$ cat src/rtl/lightsaber_blade_driver.sv
// rtl/lightsaber_blade_driver.sv - blade length sequencer: OFF/EXTEND/ON/RETRACT with prescaled stepping.
// Optional BLADE_FLICKER_EN: mode 11 in ON flickers between MAX_LEN and MAX_LEN-1.
module lightsaber_blade_driver #(
   parameter int LEN_W    = 4,
   parameter int MAX_LEN  = 15,
   parameter int STEP_DIV = 4
) (
   input  logic             clk,
   input  logic             rstn,
   input  logic [1:0]       cfg,
   input  logic             cfg_valid,
   output logic             cfg_ready,
   output logic [LEN_W-1:0] blade_len,
   output logic [1:0]       blade_mode,
   output logic             busy
);

   localparam int PW = (STEP_DIV > 1) ? $clog2(STEP_DIV) : 1;
   localparam logic [PW-1:0]    PRE_LAST = PW'(STEP_DIV - 1);
   localparam logic [LEN_W-1:0] LEN_MAX  = LEN_W'(MAX_LEN);

   typedef enum logic [1:0] {S_OFF, S_EXTEND, S_ON, S_RETRACT} state_t;

   state_t        state;
   logic [PW-1:0] pre;
   logic          accept;
   logic          step;

   assign cfg_ready = (state == S_OFF) || (state == S_ON);
   assign busy      = (state == S_EXTEND) || (state == S_RETRACT);
   assign accept    = cfg_valid && cfg_ready;
   assign step      = (pre == PRE_LAST);

   always_ff @(posedge clk or negedge rstn) begin
      if (!rstn) begin
         state      <= S_OFF;
         pre        <= '0;
         blade_len  <= '0;
         blade_mode <= 2'b00;
      end else begin
         case (state)
            S_OFF: begin
               if (accept && cfg != 2'b00) begin
                  blade_mode <= cfg;
                  pre        <= '0;
                  state      <= S_EXTEND;
               end
            end
            S_EXTEND: begin
               if (step) begin
                  pre       <= '0;
                  blade_len <= blade_len + 1'b1;
                  if (blade_len >= LEN_MAX - 1'b1)
                     state <= S_ON;
               end else begin
                  pre <= pre + 1'b1;
               end
            end
            S_ON: begin
               if (accept && cfg == 2'b00) begin
                  pre   <= '0;
                  state <= S_RETRACT;
               end else begin
                  if (accept && cfg != blade_mode)
                     blade_mode <= cfg;
`ifdef BLADE_FLICKER_EN
                  // Prescaler free-runs in ON so the flicker keeps the step cadence.
                  pre <= step ? '0 : pre + 1'b1;
                  if (step && blade_mode == 2'b11)
                     blade_len <= (blade_len == LEN_MAX) ? LEN_MAX - 1'b1 : LEN_MAX;
`endif
               end
            end
            S_RETRACT: begin
               if (step) begin
                  pre <= '0;
                  if (blade_len <= 1) begin
                     blade_len  <= '0;
                     blade_mode <= 2'b00;
                     state      <= S_OFF;
                  end else begin
                     blade_len <= blade_len - 1'b1;
                  end
               end else begin
                  pre <= pre + 1'b1;
               end
            end
            default: state <= S_OFF;
         endcase
      end
   end

endmodule

$ cat config.mk
export PLATFORM = sky130hd
export DESIGN_NAME = lightsaber_blade_driver
export DESIGN_NICKNAME = d
export VERILOG_FILES = /design/src/rtl/lightsaber_blade_driver.sv
export SDC_FILE = /design/constraint.sdc
export NUM_CORES = 1
export LEC_CHECK = 0
export CORE_MARGIN = 4
export CORE_UTILIZATION = 40
export DETAILED_ROUTE_END_ITERATION = 10
export GPL_TIMING_DRIVEN = 0
export PLACE_DENSITY = 0.6
export SETUP_SLACK_MARGIN = 0.3
export SLEW_MARGIN = 20
export SYNTH_ARGS = -nofsm -noshare
export SYNTH_HDL_FRONTEND = slang
export SYNTH_SLANG_ARGS = --single-unit
$ cat constraint.sdc
create_clock -name clk -period 2.66 [get_ports clk]
set_input_delay 0.798 -clock clk [delete_from_list [all_inputs] [get_ports clk]]
set_output_delay 0.798 -clock clk [all_outputs]
set_load 0.02 [all_outputs]
==> impl_metrics.json <==
{
  "grt_pass1_vias": 643,
  "grt.overflow.total": 0,
  "min_period_ns": 2.320,
  "layout.nets": 120,
  "worst-setup-path-type": "in2reg",
  "power.density_nw_per_um2": 301.3,
  "maxCapViolCount": 0,
  "path_max_fanout": 5,
  "topRoutingLayerUsed": "met4",
  "layout_common_cells": "nand2_1 (11), dfrtp_1 (10), inv_1 (9)",
  "crit_chain": "clkdlybuf4s50_1 -> or4b_1 -> o311a_4 -> a221oi_4 -> mux2_4",
  "port-buffer-count": 12,
  "rsz0062_at_grt": "false",
  "startpoint_type": "primary input",
  "yosysUniqueCellTypes": 36,
  "synth_xor_area_share_pct": 0,
  "synthAdderAreaFrac_pct": 13.87,
  "drc": 0,
  "grt_max_degree": 11,
  "drv_slew": 0,
  "crit_required_ns": 2.82,
  "cts_tree": "done",
  "drive_above_1_share_pct": 20.95,
  "holdWs_ns": 0.5084,
  "finalHoldViolations": 0,
  "cts_sinks": 10,
  "worst-path-buf-inv": 1,
  "p_total_mw": 0.3077,
  "worstSkewPairLatency_ns": 0.27,
  "fin_tns_setup_ns": 0,
  "num_rows": 16,
  "seqCellArea_um2": 250.2,
  "die_w_um": 53.06,
  "clk_pin_slew_ns": 0.07,
  "hpwlAfterDp_um": 1233,
  "postRouteAntennaNets": 0,
  "yosys-top-cells-area": "dfrtp_1 (31%), ha_1 (14%), nand2_1 (5.1%)",
  "num_vias": 704,
  "fillers": 178,
  "ys.warnings.count": 0,
  "drt_first_pass_iters": 4,
  "start_util_pct": 41.82,
  "critical-path-max-stage-delay_ns": 0.48,
  "status": "complete, no violations",
  "yosysSeqAreaShare_pct": 30.82,
  "mostFrequentLayoutCell": "nand2_1",
  "totalWireLength_um": 1664,
  "area_growth_syn_to_layout_pct": 25.73,
  "ys_ff_latch": 10,
  "cpMaxStageDelayCell": "clkdlybuf4s50_1",
  "synth_top_family_by_area": "compound AO/OA/AOI/OAI gates",
  "dieArea_um2": 2815,
  "multiInputGateArea_um2": 526.8,
  "finalClockSkew_ns": 0.002772,
  "coreArea_um2": 1942,
  "worst_slew_pin_slew_ns": 0.5791,
  "netlist_area_um2": 812.0,
  "met2WireLength_um": 810,
  "die_h_um": 53.06,
  "p_leak_nw": 0.4413,
  "gp_congestion": 0.8053,
  "arrival_ns": 2.48,
  "synth_compound_area_share_pct": 26.66,
  "critPathTopFamily": "buffers and inverters",
  "cts_buffers": 3,
  "final-setup-viol-count": 0,
  "final_util_pct": 52.58,
  "yosys.area.top_type_share_pct": 30.82,
  "synth.area.mux_share_pct": 3.236,
  "track_usage_pct": 13.41,
  "clock-root-buffer": "clkbuf_4",
  "drt-met1-wl_um": 790,
  "min_path_type": "reg2reg",
  "drtIter0Drc": 6,
  "syn_inst": 88,
  "yosys.area_share.simple_pct": 18.49,
  "worst_slew_margin_rel_pct": 61.13,
  "met3_length_um": 47,
  "antenna_found_initial": 0,
  "pin_count": 13,
  "vias_per_cell": 5.333,
  "htreeDepth": 1,
  "period_share_pct": 87.22,
  "syn_area_per_cell_um2": 9.228,
  "end_kind": "register",
  "wire_per_inst_um": 12.61,
  "cts_buffer_depth": 2,
  "clock.fmax_mhz": 431.0,
  "syn-num-nets": 102,
  "synth.largest_area_cell": "dfrtp_1",
  "grt_pass1_wl_um": 2773,
  "diodes": 0,
  "max-vdd-ir-drop_mv": 0.2479
}
-- logic make-up (layout without fill, tap and decap cells) --
group / after synthesis / in the layout
buffers and inverters: 11 / 28
AOI/OAI and AO/OA: 27 / 27
muxes: 2 / 2
and+or+nand+nor: 29 / 29
adders and majority gates: 9 / 9
DFF: 10 / 10
-- what timing repair did --
| action | in CTS | in global routing |
|---|---|---|
| setup endpoints to repair | 3 | 3 |
| setup buffers | 0 | 1 |
| pin swaps | 0 | 0 |
| hold buffers | 0 | 0 |
| gates resized for setup | 12 | 3 |
-- worst min-delay path: cells and delay by family (launching register included) --
kind | cells | cell delay, ns
DFF | 1 | 0.35
AOI/OAI and AO/OA | 1 | 0.07
and+or+nand+nor | 1 | 0.05
-- cell usage after synthesis (all sizes together) --
cell     count
nand2       11
dfrtp       10
ha           9
inv          9
nor2         6
o21ai        6
a21oi        3
nand4        3
buf          2
mux2         2
nand2b       2
o2bb2ai      2
o311a        2
or2          2
a211o        1
a211oi       1
a21boi       1
a221oi       1
a22oi        1
a2bb2oi      1
nand3        1
nor3         1
o2111ai      1
o211ai       1
o21ba        1
o221ai       1
o22a         1
o22ai        1
o31ai        1
o32ai        1
or3b         1
or4          1
or4b         1
-- metrics by stage --
step	cell area [um^2]	std cells	setup WS [ns]
3_5_place_dp	965.9	127	-0.08892
2_1_floorplan	812.0	88	0.5272
3_3_place_gp	965.9	127	-0.06377
4_1_cts	1013	131	0.2895
5_1_grt	1021	132	0.3064
6_report	1021	132	0.3400
-- final cells by class --
type                       instances  share of cell area [%]
clock buffer                       4                   3.554
buffer                             2                   2.206
timing repair buffer              13                   11.52
sequential                        10                   24.51
tap                               27                   3.309
inverter                           9                   3.309
multi-input combinational         67                   51.59
-- power breakdown --
| group | internal, mW | switching [mW] | leakage [nW] |
|---|---|---|---|
| clock network | 0.0833 | 0.0596 | 0.0210 |
| logic | 0.00570 | 0.00721 | 0.301 |
| registers | 0.152 | 0 | 0.119 |
| total | 0.241 | 0.0669 | 0.441 |
-- layer usage --
layer / global-route usage, % / up-vias
met2: 21.90 / 9
met3: 2.535 / 4
met1: 17.29 / 331
met4: 5.106 / 0
met5: 0 / -
li1: - / 360
-- flip-flops by register name, summed over array words and instances, names as in the netlist --
signal / flops
pre: 2
blade_mode: 2
blade_len: 4
state: 2
-- worst paths after layout --
check                      startpoint      endpoint  slack [ns]  cells past startpoint
hold / removal                 pre[1]        pre[1]        0.51                      2
max in group asynchronous        rstn        pre[0]        1.49                      1
setup / recovery            cfg_valid      state[1]        0.34                      5
min in group asynchronous        rstn  blade_len[2]        0.84                      1
setup reg to reg             state[0]      state[1]        0.52                      6
hold reg to reg                pre[1]        pre[1]        0.51                      2
No activity file was read; power rests on OpenSTA's default activity.
